==> config.mk <==
export PLATFORM = sky130hd
export DESIGN_NAME = pt_write_sink
export DESIGN_NICKNAME = d
export VERILOG_FILES = /design/src/rtl/pt_write_sink.sv
export SDC_FILE = /design/constraint.sdc
export NUM_CORES = 1
export LEC_CHECK = 0
export CAP_MARGIN = 20
export CORE_MARGIN = 2
export CORE_UTILIZATION = 55
export DETAILED_ROUTE_END_ITERATION = 6
export PLACE_DENSITY = 0.79
export SLEW_MARGIN = 10
export SYNTH_ARGS = -nofsm -noshare
export SYNTH_HDL_FRONTEND = slang
export SYNTH_SLANG_ARGS = --single-unit
==> constraint.sdc <==
create_clock -name clk -period 6.55 [get_ports clk]
set_input_delay 1.965 -clock clk [delete_from_list [all_inputs] [get_ports clk]]
set_output_delay 1.965 -clock clk [all_outputs]
set_load 0.01 [all_outputs]
==> src/rtl/pt_write_sink.sv <==
// Pixel write sink: takes transform-stage pixel writes, converts (x,y) to a
// linear word address, queues them in a first-word-fall-through FIFO and
// presents the head entry to the memory arbiter. The FIFO also tracks drops
// and flags the last pixel of the frame.
module pt_write_sink #(
  parameter int          DEPTH     = 8,
  parameter logic [18:0] BASE_ADDR = 19'd0
) (
  input  logic        clk,
  input  logic        reset,
  input  logic [17:0] pt_pixel_write,
  input  logic [9:0]  pt_x,
  input  logic [8:0]  pt_y,
  input  logic        pt_wr,
  output logic        ptflag,
  output logic [18:0] mem_addr,
  output logic [17:0] mem_data,
  output logic        mem_we,
  input  logic        mem_grant,
  output logic        frame_done,
  output logic [7:0]  drop_count,
  output logic        overflow
);

  localparam int AW = (DEPTH > 1) ? $clog2(DEPTH) : 1;
  localparam int CW = $clog2(DEPTH + 1);

  typedef struct packed {
    logic        last;
    logic [18:0] addr;
    logic [17:0] data;
  } entry_t;

  entry_t          fifo_mem [DEPTH];
  logic [AW-1:0]   wr_ptr, rd_ptr;
  logic [CW-1:0]   count, count_nxt;
  entry_t          head, push_entry;
  logic            in_range, accept, push, pop, range_drop, ovf_drop;
  logic [18:0]     y_ext, push_addr;

  // Request qualification and address formation (y*640 = y*512 + y*128).
  always_comb begin
    in_range   = (pt_x < 10'd640) && (pt_y < 9'd480);
    accept     = pt_wr & ptflag;
    push       = accept & in_range;
    range_drop = accept & ~in_range;
    ovf_drop   = pt_wr & ~ptflag;
    pop        = mem_we & mem_grant;
    y_ext      = {10'b0, pt_y};
    push_addr  = BASE_ADDR + (y_ext << 9) + (y_ext << 7) + {9'b0, pt_x};
    push_entry = '{last: (pt_x == 10'd639) && (pt_y == 9'd479),
                   addr: push_addr, data: pt_pixel_write};
  end

  // Occupancy after this edge; push and pop together cancel out.
  always_comb begin
    count_nxt = count;
    case ({push, pop})
      2'b10:   count_nxt = count + CW'(1);
      2'b01:   count_nxt = count - CW'(1);
      default: count_nxt = count;
    endcase
  end

  // Head entry is visible whenever the FIFO holds anything; zero otherwise.
  always_comb begin
    head     = fifo_mem[rd_ptr];
    mem_we   = (count != '0);
    mem_addr = mem_we ? head.addr : '0;
    mem_data = mem_we ? head.data : '0;
  end

  // Entry storage; not reset since only occupied slots are ever observed.
  always_ff @(posedge clk) begin
    if (push) fifo_mem[wr_ptr] <= push_entry;
  end

  // Pointers, occupancy, registered ready flag and frame-end pulse.
  always_ff @(posedge clk or posedge reset) begin
    if (reset) begin
      wr_ptr     <= '0;
      rd_ptr     <= '0;
      count      <= '0;
      ptflag     <= 1'b0;
      frame_done <= 1'b0;
    end else begin
      if (push) wr_ptr <= wr_ptr + AW'(1);
      if (pop)  rd_ptr <= rd_ptr + AW'(1);
      count      <= count_nxt;
      ptflag     <= (count_nxt < CW'(DEPTH));
      frame_done <= pop & head.last;
    end
  end

  // Drop accounting: saturating counter plus sticky overflow.
  always_ff @(posedge clk or posedge reset) begin
    if (reset) begin
      drop_count <= '0;
      overflow   <= 1'b0;
    end else begin
      if ((range_drop | ovf_drop) && (drop_count != 8'hFF))
        drop_count <= drop_count + 8'd1;
      if (ovf_drop) overflow <= 1'b1;
    end
  end

endmodule

==> run metrics, run 1 <==
total track usage 20.7%; final setup TNS 0 ns; hold bufs inserted after CTS 0; Layout fillers 1628; mapped cell area 13400 um2; worst slew pin tran 1.10 ns; maximum clock path buffer count 3; ratio of cells with drive above 1 in the final layout 17.4%; internal power 4.51 mW; r2r worst-path depth 11; synthesis warning total 0; I/O pin cnt 90; syn nets 733; n_diodes 0; htree depth 1; Setup-failing EPs final 0; Stages on worst setup path 5; CTS tree built; number of global-route vias before repair 7022; WP buf/inv 2; Max IR drop VDD 228 uV; Yosys reg bits 325; skew final 0.0151 ns; clk_lat worst skew 0.54 ns; Initial DRC Count 614; Nets 838; crit path to mem_addr[3]; Post-CTS Setup Repair Bufs 0; relative slew slack 26.7%; CTS Buf Count 30; dpl ws 1.22 ns; Worst setup startpoint rd_ptr[0]; area grow syn2layout 16.5%; # rows 57; post-route ant nets 0; CTS resizes 0; final hold vios 0; Register Area 9660 um2; CP Capture Type output pin; Hold Path Class reg2reg; P_sw 1.88 mW; Final Critical Period 5.16 ns; Multi-input gate area 3490 um2; fin worst setup slack 1.39 ns; via count 6612; Mapped Cells 666; Lkg Pwr 5.29 nW; largest net degree at the start of global routing 79; CORE AREA 24100 um2; Flop pwr share 43.8%; CP Launch Type register; initial antenna violation count 0; grt ovf 0; CTS sink cnt 325; clk root buf clkbuf_16; post-DP HPWL 15900 um; Post-synth EDFFs 304; vias per cell 5.91; Yosys cell types 54; critical path peak fanout 42; RSZ-0062 raised after global routing false; Clk network pwr share 25.2%; Worst R2R End ptflag; first-pass GRT wire length 40700 um; required time of the critical path 4.59 ns; maxcap violations 0; IO Port Bufs 89; slowest cell on the critical path dfrtp_4; r2r startpoint count[0]; FF-to-FF setup slack 3.63 ns; die area 25500 um2; clk slew on worst S/H paths 0.07 ns; Die Ht 160 um; drt wl/cell 23.3 um; Final Power 6.40 mW; Tcrit/Tclk final 78.7%; Post-synth top flop edfxtp_1; drt pass-1 iters 5; GP Congestion 0.838; Cell Chain, Critical Path buf_12 > mux4_1 > mux2i_1 > nor2_1 > clkdlybuf4s50_1; CP arrival 3.19 ns; final wirelength 26100 um; sequential fraction of the synthesis area 72.3%; Chip Width 160 um; delay-heaviest family, CP flip-flops; Crit Path Category reg2out; Logic pwr share 30.9%; Max Slew Vio Count 0; Mean Syn Cell Area 20.1 um2; ys async rst share 6.46%; fmax 194 MHz; Sw Share 29.4%; Initial Util 55.4%; pwr/cell area 411 nW/um2; DRC Markers 0; CP max stage delay 0.90 ns; outcome finished clean
==> layout make-up <==
| class | instances | share of cell area, % |
|---|---|---|
| clock buffer | 35 | 5.08 |
| clock inverter | 20 | 0.812 |
| inverter | 15 | 0.362 |
| multi-input combinational | 295 | 22.5 |
| sequential | 325 | 62.1 |
| tap | 324 | 2.61 |
| timing repair buffer | 104 | 6.56 |
==> kinds of logic after synthesis <==
kind of cell,Yosys count,share of synthesized area (%)
flops,325,72.3
mux,118,16.4
simple gates,94,3.37
buf+inv,46,2.03
compound gates,38,2.07
fa+ha+maj,26,2.55
xor+xnor,19,1.25
==> per-layer routing <==
metal	GRT usage (%)	wire length [um]	share of wire, %
met2	34.4	12900	50
met4	5.73	567	2.2
met5	0	0	0
met1	29.2	10800	42
met3	3.22	1740	6.7
==> cell usage after synthesis (2+ instances only) <==
master,instances,area [um2]
edfxtp_1,304,9130
mux4_2,60,1350
nor2_1,49,184
mux2i_1,38,380
ha_1,24,300
dfrtp_1,21,526
mux4_1,16,420
inv_1,14,52.6
xnor2_1,14,123
buf_2,12,60.1
clkbuf_1,11,41.3
nand3_1,8,40.0
a21oi_1,7,35.0
nand2_1,7,26.3
nand4_1,7,43.8
nand2b_1,5,31.3
xor2_1,5,43.8
a21o_1,4,30.0
and3_1,4,25.0
buf_12,4,80.1
nor3_1,4,20.0
o21ai_1,4,20.0
clkbuf_4,3,22.5
o21ai_0,3,15.0
a311o_1,2,20.0
fa_1,2,40.0
mux2_1,2,22.5
mux2_2,2,22.5
nor2b_1,2,12.5
nor4_1,2,12.5
o21a_1,2,15.0
o21bai_1,2,15.0
==> sequential cells by signal, summed over array words and instances, names as in the netlist, named ones only <==
name,cells
ptflag,1
count,3
overflow,1
drop_count,8
rd_ptr,3
wr_ptr,3
frame_done,1
fifo_mem,304
==> power by group through the flow <==
stage	logic [mW]	clock network, mW	registers, mW
2_1_floorplan	1.41	0	2.62
4_1_cts	2.00	1.64	2.81
6_report	1.98	1.61	2.80
3_5_place_dp	1.99	0	2.85
3_3_place_gp	1.93	0	2.83
5_1_grt	2.12	1.73	2.84
==> metrics by stage <==
step	util [%]	cells	cell area [um2]	hold WS, ns
floorplan	-	666	13400	0.476
CTS	64.5	1118	15600	0.479
global placement	60.7	1062	14600	0.467
detailed placement	60.7	1063	14600	0.466
finish	64.5	1118	15600	0.474
global route	64.5	1118	15600	0.510
==> worst min path at each step <==
stage,cells after the start,slack (ns),to,from
finish,1,0.47,overflow,overflow
global route,1,0.51,overflow,overflow
CTS,1,0.48,overflow,overflow
detailed placement,1,0.47,overflow,overflow
global placement,1,0.47,overflow,overflow
floorplan,2,0.48,wr_ptr[0],wr_ptr[0]
==> placed cells by master, fill, tap and decap left out, types with 6 or more instances in the layout <==
| cell type | count |
|---|---|
| edfxtp_1 | 304 |
| clkdlybuf4s50_1 | 89 |
| mux4_2 | 60 |
| nor2_1 | 43 |
| mux2i_1 | 38 |
| clkbuf_16 | 31 |
| ha_1 | 24 |
| dfrtp_1 | 18 |
| mux4_1 | 16 |
| inv_1 | 14 |
| xnor2_1 | 14 |
| buf_4 | 13 |
| clkinv_2 | 12 |
| nand3_1 | 8 |
| nand4_1 | 7 |
| nand2_1 | 7 |
| a21oi_1 | 7 |
| nor2_4 | 6 |
No activity file was read; power rests on OpenSTA's default activity.
==> run 2: changes to the inputs <==
==> constraint.sdc (replaced) <==
create_clock -name clk -period 5.1 [get_ports clk]
set_input_delay 1.53 -clock clk [delete_from_list [all_inputs] [get_ports clk]]
set_output_delay 1.53 -clock clk [all_outputs]
set_load 0.01 [all_outputs]
==> run metrics, run 2 (synthesis gave the netlist of run 1 again) <==
outcome finished clean (unchanged); post-DP HPWL 15800 um (was 15900 um); initial antenna violation count 0 (unchanged); fmax 223 MHz; CP max stage delay 0.71 ns (was 0.90 ns); required time of the critical path 3.57 ns (was 4.59 ns); Cell Chain, Critical Path buf_12 > mux4_1 > mux2i_1 > nor2_1 > clkdlybuf4s50_1 (unchanged); clk_lat worst skew 0.51 ns (was 0.54 ns); clk slew on worst S/H paths 0.06 ns (was 0.07 ns); GP Congestion 0.864 (was 0.838); skew final 0.0228 ns (was 0.0151 ns); WHS Path Cells 1 (unchanged); drt pass-1 iters 5 (unchanged); Nets 846 (was 838); Post-CTS Setup Repair Bufs 0 (unchanged); area grow syn2layout 18.9% (was 16.5%); IO Port Bufs 89 (unchanged); # rows 57 (unchanged); clk root buf clkbuf_16 (unchanged); die area 25500 um2 (unchanged); Hold Path Class reg2reg (unchanged); CP Capture Type output pin (unchanged); CTS Buf Count 34 (was 30); RSZ-0062 raised after global routing false (unchanged); most frequent cells in the layout 304 x edfxtp_1, 89 x clkdlybuf4s50_1, 60 x mux4_2 (unchanged); Largest regs fifo_mem x304, drop_count x8 (unchanged); final setup TNS 0 ns (unchanged); Chip Width 160 um (unchanged); Setup-failing EPs final 0 (unchanged); first-pass GRT wire length 41000 um (was 40700 um); Lkg Pwr 5.41 nW (was 5.29 nW); ratio of cells with drive above 1 in the final layout 17.8% (was 17.4%); Initial Util 55.4% (unchanged); Stages on worst setup path 5 (unchanged); Tcrit/Tclk final 88.1%; placed cells 1067 (was 1063); DRC Markers 0 (unchanged); post-route non-filler standard cell count 1126 (was 1118); maximum clock path buffer count 3 (unchanged); CORE AREA 24100 um2 (unchanged); slowest cell on the critical path dfrtp_4 (unchanged); WP buf/inv 2 (unchanged); maxcap violations 0 (unchanged); Crit Path Category reg2out (unchanged); final wirelength 26200 um (was 26100 um); CTS sink cnt 325 (unchanged); number of global-route vias before repair 7047 (was 7022); drt wl/cell 23.3 um (about the same); Layout fillers 1615 (was 1628); post-route ant nets 0 (unchanged); worst slew pin tran 0.917 ns (was 1.10 ns); CP Launch Type register (unchanged); CTS resizes 0 (unchanged); critical path peak fanout 30 (was 42); hold bufs inserted after CTS 0 (unchanged); vias per cell 5.90 (was 5.91); final hold vios 0 (unchanged); r2r worst-path depth 11 (unchanged); total track usage 21.2% (was 20.7%); Die Ht 160 um (unchanged); n_diodes 0 (unchanged); post-layout util 65.9% (was 64.5%); via count 6649 (was 6612); CP arrival 2.96 ns (was 3.19 ns); Max Slew Vio Count 0 (unchanged); largest net degree at the start of global routing 54 (was 79); relative slew slack 37.9% (was 26.7%); Largest register FFs 304 (unchanged); grt ovf 0 (unchanged); Largest Register fifo_mem (unchanged); htree depth 2 (was 1); most common cell after layout, fill and taps aside edfxtp_1 (unchanged); I/O pin cnt 90 (unchanged); pwr/cell area 542 nW/um2 (was 411 nW/um2); delay-heaviest family, CP multiplexers (was flip-flops); Initial DRC Count 620 (was 614); CTS tree built (unchanged); Max IR drop VDD 290 uV (was 228 uV); Final Critical Period 4.49 ns
-- run 2: cell count changes in the layout (fill, tap and decap cells not counted) --
cell and delta:
clkinvlp_4 +1, clkinv_4 -1, clkbuf_16 +4, clkdlybuf4s15_2 -1, inv_16 +1, clkinv_1 +3, buf_4 -3, buf_12 +8
clkinv_2 -7, bufinv_16 +3, nor3_2 -2, nor3_4 +2
-- run 2: metrics by stage --
step | worst slack [ns] | total power [mW] | area [um2] | hold slack (ns)
after CTS | 0.540 | 8.69 | 15900 | 0.495
after global placement | 0.502 | 6.17 | 14800 | 0.482
after detailed placement | 0.283 | 6.25 | 14800 | 0.479
after global routing | 0.458 | 8.98 | 15900 | 0.508
final | 0.609 | 8.61 | 15900 | 0.485
after floorplan | 0.700 | 5.17 | 13400 | 0.476
-- run 2: routing by layer --
layer  GRT usage [%]  up-vias  part of all wire [%]
met1            28.8     3439                    42
li1                -     2946                     -
met2            36.2      222                    51
met5               0        -                     0
met4            5.98        0                   2.0
met3            3.32       42                   5.2
-- run 2: final cells by class --
type / count / area [um2] / share of cell area, %
flip-flops and latches: 325 / 9660 / 60.8
inverters: 15 / 56.3 / 0.355
multi-input cells: 295 / 3510 / 22.1
well taps: 324 / 405 / 2.55
repair buffers: 108 / 1150 / 7.22
clock buffers: 39 / 891 / 5.61
clock inverters: 20 / 211 / 1.33
-- run 2: path summary, 6_finish.rpt --
path,from,to,slack (ns)
max,rd_ptr[0],mem_data[12],0.61
min,overflow,overflow,0.49
max reg2reg,count[0],ptflag,1.81
min reg2reg,overflow,overflow,0.49
max in group asynchronous,reset,rd_ptr[1],3.03
min in group asynchronous,reset,wr_ptr[0],1.48
-- run 2: where the power goes --
| part | leakage (nW) | switching [mW] | internal (mW) |
|---|---|---|---|
| Combinational | 1.88 | 1.20 | 1.47 |
| Sequential | 2.99 | 0.296 | 3.20 |
| Clock | 0.539 | 0.979 | 1.46 |
==> run 3: changes to the inputs <==
--- a/config.mk
+++ b/config.mk
@@ -6,10 +6,9 @@
 export NUM_CORES = 1
 export LEC_CHECK = 0
 export CAP_MARGIN = 20
-export CORE_MARGIN = 2
-export CORE_UTILIZATION = 55
+export CORE_UTILIZATION = 35
 export DETAILED_ROUTE_END_ITERATION = 6
-export PLACE_DENSITY = 0.79
+export PLACE_DENSITY = 0.56
 export SLEW_MARGIN = 10
 export SYNTH_ARGS = -nofsm -noshare
 export SYNTH_HDL_FRONTEND = slang
==> run metrics, run 3 (synthesis gave the netlist of run 1 again) <==
worst slew pin tran 0.862 ns (was 0.917 ns); CP Launch Type register (unchanged); Largest register FFs 304 (unchanged); skew final 0.0210 ns (was 0.0228 ns); final wirelength 28000 um (was 26200 um); total track usage 14.8% (was 21.2%); FF-to-FF setup slack 2.22 ns (was 1.81 ns); largest net degree at the start of global routing 46 (was 54); most common cell after layout, fill and taps aside edfxtp_1 (unchanged); # rows 71 (was 57); Post-CTS Setup Repair Bufs 0 (unchanged); ratio of cells with drive above 1 in the final layout 18.6% (was 17.8%); Hold Path Class reg2reg (unchanged); hold bufs inserted after CTS 0 (unchanged); grt ovf 0 (unchanged); Chip Width 197 um (was 160 um); required time of the critical path 3.57 ns (about the same); die area 38900 um2 (was 25500 um2); Crit Path Category reg2out (unchanged); clk slew on worst S/H paths 0.06 ns (about the same); Nets 856 (was 846); I/O pin cnt 90 (unchanged); Largest regs fifo_mem x304, drop_count x8 (unchanged); maxcap violations 0 (unchanged); final setup TNS 0 ns (unchanged); CORE AREA 37600 um2 (was 24100 um2); WHS Path Cells 1 (unchanged); Initial Util 35.5% (was 55.4%); Worst R2R End ptflag (unchanged); Die Ht 197 um (was 160 um); vias per cell 4.90 (was 5.90); clk root buf clkbuf_16 (unchanged); CP arrival 2.90 ns (was 2.96 ns); pwr/cell area 532 nW/um2 (was 542 nW/um2); clk_lat worst skew 0.52 ns (was 0.51 ns); IO Port Bufs 89 (unchanged); critical path peak fanout 19 (was 30); first-pass GRT wire length 42700 um (was 41000 um); Max IR drop VDD 257 uV (was 290 uV); drt pass-1 iters 4 (was 5); Max Slew Vio Count 0 (unchanged); most frequent cells in the layout 304 x edfxtp_1, 89 x clkdlybuf4s50_1, 60 x mux4_2 (unchanged); CTS sink cnt 325 (unchanged); r2r startpoint count[0] (unchanged); WHS Endpoint overflow (unchanged); maximum clock path buffer count 3 (unchanged); final hold vios 0 (unchanged); drt wl/cell 21.1 um (was 23.3 um); outcome finished clean (unchanged); CP Capture Type output pin (unchanged); post-DP HPWL 16700 um (was 15800 um); RSZ-0062 raised after global routing false (unchanged); Final Critical Period 4.43 ns (was 4.49 ns); CTS resizes 0 (unchanged); Layout fillers 3294 (was 1615); area grow syn2layout 20.7% (was 18.9%); CTS tree built (unchanged); htree depth 2 (unchanged); r2r worst-path depth 11 (unchanged); via count 6507 (was 6649); Hold Startpoint overflow (unchanged); Final Power 8.58 mW (was 8.61 mW); CTS Buf Count 36 (was 34); Lkg Pwr 5.43 nW (was 5.41 nW); GP Congestion 0.761 (was 0.864); Largest Register fifo_mem (unchanged); initial antenna violation count 0 (unchanged); Initial DRC Count 376 (was 620); n_diodes 0 (unchanged); DRC Markers 0 (unchanged); number of global-route vias before repair 6870 (was 7047); post-route ant nets 0 (unchanged); Tcrit/Tclk final 86.9% (was 88.1%); fmax 226 MHz (was 223 MHz); Setup-failing EPs final 0 (unchanged); relative slew slack 42.5% (was 37.9%)
run 3: changes by cell type in the layout (fill, tap and decap cells not counted), moves of 2 or more:
cell,before,now
buf_4,10,20
clkbuf_1,4,10
bufinv_16,4,0
buf_12,9,7
clkbuf_16,35,37
clkbuf_8,0,2
run 3: through the flow:
stage          util, %  std cells  hold slack (ns)  setup WS, ns  instance area [um2]
2_1_floorplan        -        666            0.476         0.700                13400
3_3_place_gp      40.0       1262            0.463         0.645                15000
3_5_place_dp      40.0       1262            0.474         0.676                15000
4_1_cts           42.9       1327            0.490         0.561                16100
5_1_grt           42.9       1327            0.508         0.505                16100
6_report          42.9       1327            0.483         0.670                16100
run 3: critical path, cell delays in order, from the launching register on:
cell and delay, ns:
dfrtp_4 0.68, buf_4 0.37, mux4_1 0.61, mux2i_1 0.19, nor2_1 0.06, clkdlybuf4s50_1 0.49
run 3: area by class of cell:
cell class / count / area, um2 / area share [%]
inverters: 15 / 56.3 / 0.349
clock buffers: 49 / 991 / 6.15
multi-input cells: 295 / 3510 / 21.8
clock inverters: 16 / 87.6 / 0.543
flip-flops and latches: 325 / 9660 / 59.9
repair buffers: 116 / 1180 / 7.33
well taps: 511 / 639 / 3.97
run 3: per-layer routing:
layer	global-route usage (%)	vias to the layer above	wire, um
li1	-	2972	-
met1	21.0	3349	13000
met2	23.6	140	13200
met3	2.53	46	1340
met4	3.76	0	518
met5	0	-	0
run 3: report_power, final:
| part | total [mW] | switching [mW] | internal (mW) |
|---|---|---|---|
| registers | 3.43 | 0.225 | 3.20 |
| clock network | 2.37 | 1.00 | 1.37 |
| logic | 2.79 | 1.31 | 1.48 |
run 3: how the worst max path moves through the flow:
stage	startpoint	to	slack (ns)
final	rd_ptr[0]	mem_data[10]	0.67
after floorplan	pt_x[8]	fifo_mem[7][0]	0.70
after detailed placement	pt_x[9]	fifo_mem[5][34]	0.68
after CTS	rd_ptr[0]	mem_data[10]	0.56
after global placement	pt_x[9]	fifo_mem[5][34]	0.64
after global routing	rd_ptr[0]	mem_data[10]	0.50
